`config.mk`:
```
export PLATFORM = sky130hd
export DESIGN_NAME = note_spawner
export DESIGN_NICKNAME = d
export VERILOG_FILES = /design/src/rtl/note_pkg.sv /design/src/rtl/note_spawner_lfsr10.sv /design/src/rtl/note_spawner.sv
export SDC_FILE = /design/constraint.sdc
export NUM_CORES = 1
export LEC_CHECK = 0
export ABC_AREA = 1
export CAP_MARGIN = 20
export CORE_ASPECT_RATIO = 1.2
export CORE_UTILIZATION = 39
export DETAILED_ROUTE_END_ITERATION = 6
export PLACE_DENSITY = 0.7
export SYNTH_ARGS = -nofsm -noshare
export SYNTH_HDL_FRONTEND = slang
export SYNTH_SLANG_ARGS = --single-unit
```
`constraint.sdc`:
```
create_clock -name clk -period 2.17 [get_ports clk]
set_input_delay 0.434 -clock clk [delete_from_list [all_inputs] [get_ports clk]]
set_output_delay 0.434 -clock clk [all_outputs]
set_load 0.03 [all_outputs]
```
`src/rtl/note_pkg.sv`:
```
// Shared types and constants for the note spawner and its LFSR.
package note_pkg;

   localparam int                LFSR_W    = 10;
   // Feedback taps: bit 9 and bit 6 give a maximal-length (1023) sequence.
   localparam logic [LFSR_W-1:0] LFSR_TAPS = 10'h240;

   typedef logic [1:0] lane_t;

   typedef enum logic {
      IDLE  = 1'b0,
      OFFER = 1'b1
   } spawn_state_e;

   // One Fibonacci step: shift left, feed the XOR of the tapped bits into bit 0.
   function automatic logic [LFSR_W-1:0] lfsr_next(input logic [LFSR_W-1:0] cur);
      return {cur[LFSR_W-2:0], ^(cur & LFSR_TAPS)};
   endfunction

endpackage

```
`src/rtl/note_spawner_lfsr10.sv`:
```
// 10-bit Fibonacci LFSR that advances only when step is high.
module lfsr10
   import note_pkg::*;
#(
   parameter logic [LFSR_W-1:0] SEED = 10'h001
) (
   input  logic              clk,
   input  logic              reset,
   input  logic              step,
   output logic [LFSR_W-1:0] q
);

   // An all-zero state would lock the register up, so a zero seed becomes 1.
   localparam logic [LFSR_W-1:0] SEED_EFF = (SEED == '0) ? LFSR_W'(1) : SEED;

   logic [LFSR_W-1:0] q_q;
   logic [LFSR_W-1:0] q_d;

   // Next-state: advance on step, otherwise hold.
   always_comb begin
      q_d = step ? lfsr_next(q_q) : q_q;
   end

   // State register with asynchronous reset to the guarded seed.
   always_ff @(posedge clk or posedge reset) begin
      // NOTE: sequential state uses <= so every flop samples pre-edge values.
      if (reset) q_q <= SEED_EFF;
      else       q_q <= q_d;
   end

   assign q = q_q;

endmodule

```
`src/rtl/note_spawner.sv`:
```
// Random note generator: beat divider, LFSR threshold compare, and a
// valid/ready offer FSM with a saturating count of notes lost to backpressure.
module note_spawner
   import note_pkg::*;
#(
   parameter logic [LFSR_W-1:0] LFSR_SEED = 10'h001,
   parameter int                BEAT_DIV  = 4
) (
   input  logic              clk,
   input  logic              reset,
   input  logic              enable,
   input  logic [LFSR_W-1:0] difficulty,
   input  logic              note_ready,
   output logic              note_valid,
   output lane_t             note_lane,
   output logic              beat,
   output logic [7:0]        drop_count
);

   localparam int                CNT_W    = (BEAT_DIV > 2) ? $clog2(BEAT_DIV) : 1;
   localparam logic [CNT_W-1:0]  CNT_LAST = CNT_W'(BEAT_DIV - 1);

   logic [CNT_W-1:0]  beat_cnt_q, beat_cnt_d;
   spawn_state_e      state_q, state_d;
   lane_t             lane_q, lane_d;
   logic [7:0]        drop_q, drop_d;
   logic [LFSR_W-1:0] lfsr;
   logic              beat_w;
   logic              spawn;
   logic              transfer;

   // Beat strobe is a decode of the registered counter, gated by enable.
   assign beat_w   = enable && (beat_cnt_q == CNT_LAST);
   // Decision uses the pre-step LFSR value, which is what lfsr holds on the beat cycle.
   assign spawn    = beat_w && (difficulty > lfsr);
   assign transfer = (state_q == OFFER) && note_ready;

   lfsr10 #(
      .SEED (LFSR_SEED)
   ) u_lfsr (
      .clk   (clk),
      .reset (reset),
      .step  (beat_w),
      .q     (lfsr)
   );

   // Beat counter: wraps at BEAT_DIV-1, holds while disabled.
   always_comb begin
      beat_cnt_d = beat_cnt_q;
      if (enable) beat_cnt_d = beat_w ? '0 : beat_cnt_q + 1'b1;
   end

   // Offer FSM next-state, latched lane and drop counter.
   always_comb begin
      // NOTE: defaults first so every path assigns every _d signal and no latch is inferred.
      state_d = state_q;
      lane_d  = lane_q;
      drop_d  = drop_q;
      case (state_q)
         IDLE: begin
            if (spawn) begin
               state_d = OFFER;
               lane_d  = lfsr[1:0];
            end
         end
         OFFER: begin
            if (transfer) begin
               if (spawn) lane_d  = lfsr[1:0];
               else       state_d = IDLE;
            end else if (spawn && (drop_q != 8'hFF)) begin
               drop_d = drop_q + 8'd1;
            end
         end
         default: state_d = IDLE;
      endcase
   end

   // State registers; reset discards any pending note immediately.
   always_ff @(posedge clk or posedge reset) begin
      if (reset) begin
         beat_cnt_q <= '0;
         state_q    <= IDLE;
         lane_q     <= '0;
         drop_q     <= '0;
      end else begin
         beat_cnt_q <= beat_cnt_d;
         state_q    <= state_d;
         lane_q     <= lane_d;
         drop_q     <= drop_d;
      end
   end

   assign note_valid = (state_q == OFFER);
   assign note_lane  = lane_q;
   assign beat       = beat_w;
   assign drop_count = drop_q;

endmodule

```
==> flow_summary_export.csv, run 1 <==
group,metric,value,unit
outcome,violations,"DRC",
detailed_routing,drc_errors,5,
sta,setup_tns,0,ns
sta,post-route-period-util,86.16,%
sta,setup_violations,0,
layout,diodes,0,
yosys,synthTopCellsByArea,"dfrtp_1 (39%), nand2_1 (15%), ha_1 (11%), inv_1 (6.6%), nand4_1 (4.4%)",
detailed_routing,routed_wl,2479,µm
sta,fin_crit,1.870,ns
clocking,cts_sinks,23,
clocking,worstSkewPairLatency,0.26,ns
pwr,seqPwrFrac,39.6,%
layout,layout-drive-gt1-share,13.04,%
detailed_routing,num_vias,1145,
detailed_routing,routedWlPerCell,10.16,µm
yosys,syn_nets,202,
placed_design,place_congestion,0.7507,
critical_path,cpLargestDelayFamily,"buffers and inverters",
critical_path,worstPathRequired,1.74,ns
layout,final_cell_area,1765,µm²
clocking,clk_pin_slew,0.08,ns
placed_design,hpwl,1950,µm
global_route,grt_max_degree,24,
detailed_routing,drt_iter0_markers,48,
yosys,synth_cell_type_count,24,
clocking,cts_inserted_buffers,3,
layout,finalNetCount,234,
critical_path,worstSetupPathType,"flop to output pin",
detailed_routing,dr.pass1.iters,6,
critical_path,crit_start,"drop_count[2]",
critical_path,slowest_stage,"clkdlybuf4s50_1",
die,ios,26,
clocking,cts_tree,"yes",
clocking,clock_path_buffers,2,
yosys,avgSynthCellArea,8.033,µm²
critical_path,critPathLaunchType,"flop",
critical_path,cp_cell_sequence,"clkdlybuf4s50_1",
clocking,postCtsSetupBuffers,0,
critical_path,cp.buffers_inverters,1,
critical_path,r2r-start,"u_lfsr.q[9]",
die,core,3396,µm²
sta,worstMarginPinSlew,0.3240,ns
pwr,power.leakage,0.8599,nW
yosys,synth_seq_cells,23,
die,start_util,41.64,%
clocking,htreeDepth,1,
global_route,grt_pass1_wl,4174,µm
global_route,track_usage,14.05,%
yosys,synth_top_cell_area_share,38.94,%
pwr,switching_share,39.68,%
global_route,grt_pass1_vias,977,
critical_path,worstPathMaxFanout,6,
critical_path,worstSetupEndpointType,"output pin",
yosys,netlist_area,1414,µm²
hold_path,min_path_type,"flop to flop",
sta,rsz0062_at_grt,"false",
critical_path,crit_arrival,1.44,ns
die,rows,23,
pwr,combPwrFrac,44.7,%
pwr,p_per_area,924.4,nW/µm²
hold_path,min_from,"note_lane[0]",
placed_design,dpl-instance-area,1719,µm²
die,die_x,56.97,µm
clocking,cts_hold_buf,0,
placed_design,io_buffers,25,
layout,area_growth,24.87,%
layout,nFillCells,346,
clocking,cts_resized,0,
global_route,antenna_found_initial,0,
pwr,vdd_drop_max,0.4571,mV
sta,timing.fmax,534.9,MHz
sta,skew,0.006769,ns
yosys,synth.largest_area_cell,"dfrtp_1",
sta,relSlewSlack,78.33,%
yosys,synth_cells,176,
pwr,power.share.clock,15.8,%
outcome,status,"finished, violations left",
die,chipHeight,67.96,µm
detailed_routing,antenna_left,0,
yosys,synth-seq-area-share,40.80,%
flow_run,drv_cap,0,
die,dieArea,3871,µm²
yosys,ys_warn_count,0,
critical_path,cpPeakStageDelay,0.71,ns
sta,drv_slew,0,
detailed_routing,via_per_inst,4.693,
sta,hold_viol,0,
clocking,clock-root-buffer,"clkbuf_8",
pwr,power.internal,0.9844,mW
global_route,grt_overflow,0,
pwr,power.switching,0.6476,mW
## placed cells by master (no fill, tap or decap), types with 2 or more instances in the layout
cell / Yosys / routed
inv_4: 2 / 2
o21ai_0: 11 / 11
buf_4: 0 / 6
inv_1: 25 / 25
clkbuf_8: 0 / 3
nand4_1: 10 / 10
nor2_2: 2 / 2
a21oi_1: 2 / 2
clkinv_2: 1 / 2
nand3_2: 2 / 2
xnor2_1: 3 / 3
clkdlybuf4s50_1: 0 / 24
nand3_1: 6 / 6
nand2_2: 5 / 5
ha_1: 12 / 12
nor2_1: 6 / 6
nand2_1: 57 / 57
dfrtp_1: 22 / 22
## metal layers
metal / GRT usage [%] / part of all wire (%) / up-vias
li1: - / - / 620
met1: 18.76 / 49 / 501
met2: 23.38 / 47 / 22
met3: 1.701 / 3.0 / 2
met4: 5.488 / 0.81 / 0
met5: 0 / 0 / -
## synth_stat cells (all sizes together)
library cell and instances:
a21oi 3, clkbuf 1, nand3b 1, clkinv 1
nand3 9, nand4 10, nand2 63, buf 2
xnor2 3, dfstp 1, inv 27, ha 12
xor2 1, dfrtp 22, nor2 9, o21ai 11
## metrics by stage
step / hold slack (ns) / setup WS [ns] / total power [mW] / cells / utilization (%)
3_5_place_dp: 0.4687 / 0.09264 / 1.392 / 240 / 50.63
3_3_place_gp: 0.4594 / 0.1095 / 1.371 / 240 / 50.63
5_1_grt: 0.5108 / 0.2421 / 1.774 / 244 / 51.99
2_1_floorplan: 0.4352 / 0.6249 / 1.167 / 176 / -
6_report: 0.4810 / 0.3003 / 1.632 / 244 / 51.99
4_1_cts: 0.4888 / 0.2901 / 1.658 / 244 / 51.99
## sequential cells by signal, indices dropped and copies added, names as in the netlist
name        flops
beat_cnt_q      2
drop_count      8
note_lane       2
note_valid      1
u_lfsr.q       10
## final cells by class
class,count,area [µm²],area share [%]
clock inverters,1,5.005,0.2835
inverters,28,111.4,6.308
repair buffers,30,285.3,16.16
well taps,37,46.29,2.622
clock buffers,3,41.29,2.339
flip-flops and latches,23,576.8,32.67
multi-input cells,122,699.4,39.62
## path summary, 6_finish.rpt
kind	to	slack (ns)	cells after the start
min reg2reg	note_lane[0]	0.48	2
max in group asynchronous	u_lfsr.q[0]	1.38	3
max	drop_count[2]	0.30	1
min	note_lane[0]	0.48	2
min in group asynchronous	drop_count[1]	0.50	3
max reg2reg	drop_count[3]	0.56	9
## kinds of logic after synthesis
logic type / count (synthesis) / synth area share (%)
compound gates: 14 / 5.221
xor+xnor: 4 / 2.478
fa+ha+maj: 12 / 10.62
buf+inv: 31 / 9.734
flops: 23 / 40.80
simple gates: 92 / 31.15
## power groups by stage
stage,logic [mW],clock network (mW),registers (mW)
final,0.729,0.257,0.646
after CTS,0.740,0.269,0.648
after global placement,0.721,0,0.650
after detailed placement,0.737,0,0.655
after floorplan,0.467,0,0.700
after global routing,0.828,0.283,0.663
Note: power is estimated with default switching activity, not from simulation.
==> run 2: changes to the inputs <==
SLEW_MARGIN = 20   (was not set)
==> results of run 2 <==
Same layout as run 1: the final DEF is identical, and so are final timing and power.
==> run 3: changes to the inputs <==
GPL_ROUTABILITY_DRIVEN = 1   (was not set)
==> results of run 3 <==
Same layout as run 1: the final DEF is identical, and so are final timing and power.
==> variant, RTL diff (flow settings as in run 1) <==
Register the output `drop_count` once more, with the module's reset; this adds one clock of latency there. The other outputs are not delayed to match.
--- a/src/rtl/note_spawner.sv
+++ b/src/rtl/note_spawner.sv
@@ -93,7 +93,13 @@
    assign note_valid = (state_q == OFFER);
    assign note_lane  = lane_q;
    assign beat       = beat_w;
-   assign drop_count = drop_q;
+   always_ff @(posedge clk or posedge reset) begin
+      if (reset) begin
+         drop_count <= '0;
+      end else begin
+         drop_count <= drop_q;
+      end
+   end
 
 endmodule
 
Function: changed (Yosys sat finds a counterexample within 10 cycles, from zero or initial values and one cycle with reset high).
==> variant against run 1 <==
  * Cell count grew 4.1%
  * Design area is 11% higher
  * Via count is 2.1% lower
  * Sequential cell count grew 8
  * Total power increased by 18%
  * Sequential share of layout area grew 7.0 points
  * Global-route usage rose by 0.44 points
  * Setup slack improved by 1.5 ps
  * Clock skew decreased by 0.86 ps
  * Routed wire length grew 4.9%
  * Area after synthesis grew 9.8%
  * Critical path type is now in -> out
==> variant: results (changes against run 1) <==
Place
  • Placed Cells incl. Taps: 247 (+2.9%)
  • Worst setup timing slack at the placement stage: 15.3 ps (-77.3 ps)
  • Placer Congestion: 0.737 (-1.8%)
  • Sum of net half-perimeters after detailed placement: 1970 um (+0.82%)

Global routing
  • Vias in the first global route: 1050 (+7.5%)
  • Wire length of the first global-routing pass: 4570 um (+9.6%)
  • Pin count of the biggest net entering global routing: 32 (+33%)
  • Tot GR Track Use: 14.5% (+0.44 points)

Synth
  • Top cells by area in the synthesized netlist: sky130_fd_sc_hd__dfrtp_1 48%, sky130_fd_sc_hd__nand2_1 14%, sky130_fd_sc_hd__ha_1 9.7%
  • Most common library cells after synthesis: 59 x sky130_fd_sc_hd__nand2_1, 30 x sky130_fd_sc_hd__dfrtp_1, 22 x sky130_fd_sc_hd__inv_1
  • Count of different cell masters after synthesis: 22 (-8.3%)
  • Part of the Yosys area used for sequential elements: 50.0% (+9.2 points)
  • Instance count of the mapped netlist: 170 (-3.4%)
  • Net count of the mapped netlist: 196 (-3.0%)

Power and ir drop
  • Net Switching: 0.670 mW (+3.5%)
  • Highest ir drop seen on vdd: 487 uV (+6.6%)
  • Share of total power in sequential cells: 42.2% (+2.6 points)
  • Power consumed by combinational cells: 0.673 mW (-7.7%)

Clock network
  • Level count of the clock H-tree: 2 (+1)
  • Clock transition time at the flip-flop clock pins of the worst setup and hold paths: 60 ps (-20 ps)
  • Clock insertion delay at the later pin of the skew report: 280 ps (+20 ps)
  • Number of CTS-inserted buffers: 5 (+2)

Detailed routing
  • Detailed-route wire length on metal 1: 1220 um (+0.33%)
  • Pre-Repair DR Iteration Count: 4 (-2)
  • Met2 wire length: 1210 um (+2.8%)
  • Per-cell routed wire length: 10.2 um (+0.75%)

Status
  • Status: finished, final reports clean

Timing
  • Share of the cycle needed by the critical path after routing: 86.1% (about the same)
  • Actual slew at the worst max-slew pin: 424 ps (+100 ps)
  • Worst clock skew on the final layout: 5.91 ps (-0.856 ps)

Critical path
  • Setup slack on the worst flop-to-flop path: 500 ps (-60 ps)
  • Slowest stage delay, CP: 490 ps (-220 ps)

Final layout
  • Count of nets after finishing: 228 (-2.6%)
## variant: kinds of logic after synthesis
| kind of cell | after synthesis | synth area share, % |
|---|---|---|
| xor gates and xnor gates | 7 | 3.95 |
| DFF | 31 | 50.0 |
| AOI/OAI and AO/OA | 16 | 5.32 |
| muxes | 1 | 0.725 |
| and+or+nand+nor | 78 | 24.1 |
| adders and majority gates | 12 | 9.67 |
| buffers and inverters | 25 | 6.20 |
## variant: area by class of cell
cell class / instances / area [um^2]
flip-flops and latches: 31 / 777
fillers: 365 / 1770
clock inverters: 1 / 5.00
inverters: 24 / 92.6
clock buffers: 6 / 82.6
well taps: 52 / 65.1
multi-input cells: 114 / 679
repair buffers: 26 / 255
## variant: metrics by stage
step | hold slack, ps | total power [mW] | instance area (um^2)
2_1_floorplan | 397 | 1.30 | 1550
3_3_place_gp | 420 | 1.49 | 1870
3_5_place_dp | 427 | 1.51 | 1870
4_1_cts | 442 | 1.96 | 1960
5_1_grt | 449 | 2.10 | 1960
6_report | 437 | 1.92 | 1960
## variant: per-layer routing
| layer | track usage, % | up-vias |
|---|---|---|
| li1 | - | 594 |
| met1 | 19.1 | 495 |
| met2 | 22.5 | 29 |
| met3 | 4.75 | 3 |
| met4 | 4.65 | 0 |
| met5 | 0 | - |
## variant: path summary, 6_finish.rpt
kind,start,to,cells past startpoint
worst max register to register,u_lfsr.q[9],drop_q[4],10
max in group asynchronous,reset,u_lfsr.q[0],3
worst max-delay path,enable,beat,4
min in group asynchronous,reset,drop_q[6],3
worst min-delay path,drop_q[1],drop_count[1],0
worst min register to register,drop_q[1],drop_count[1],0
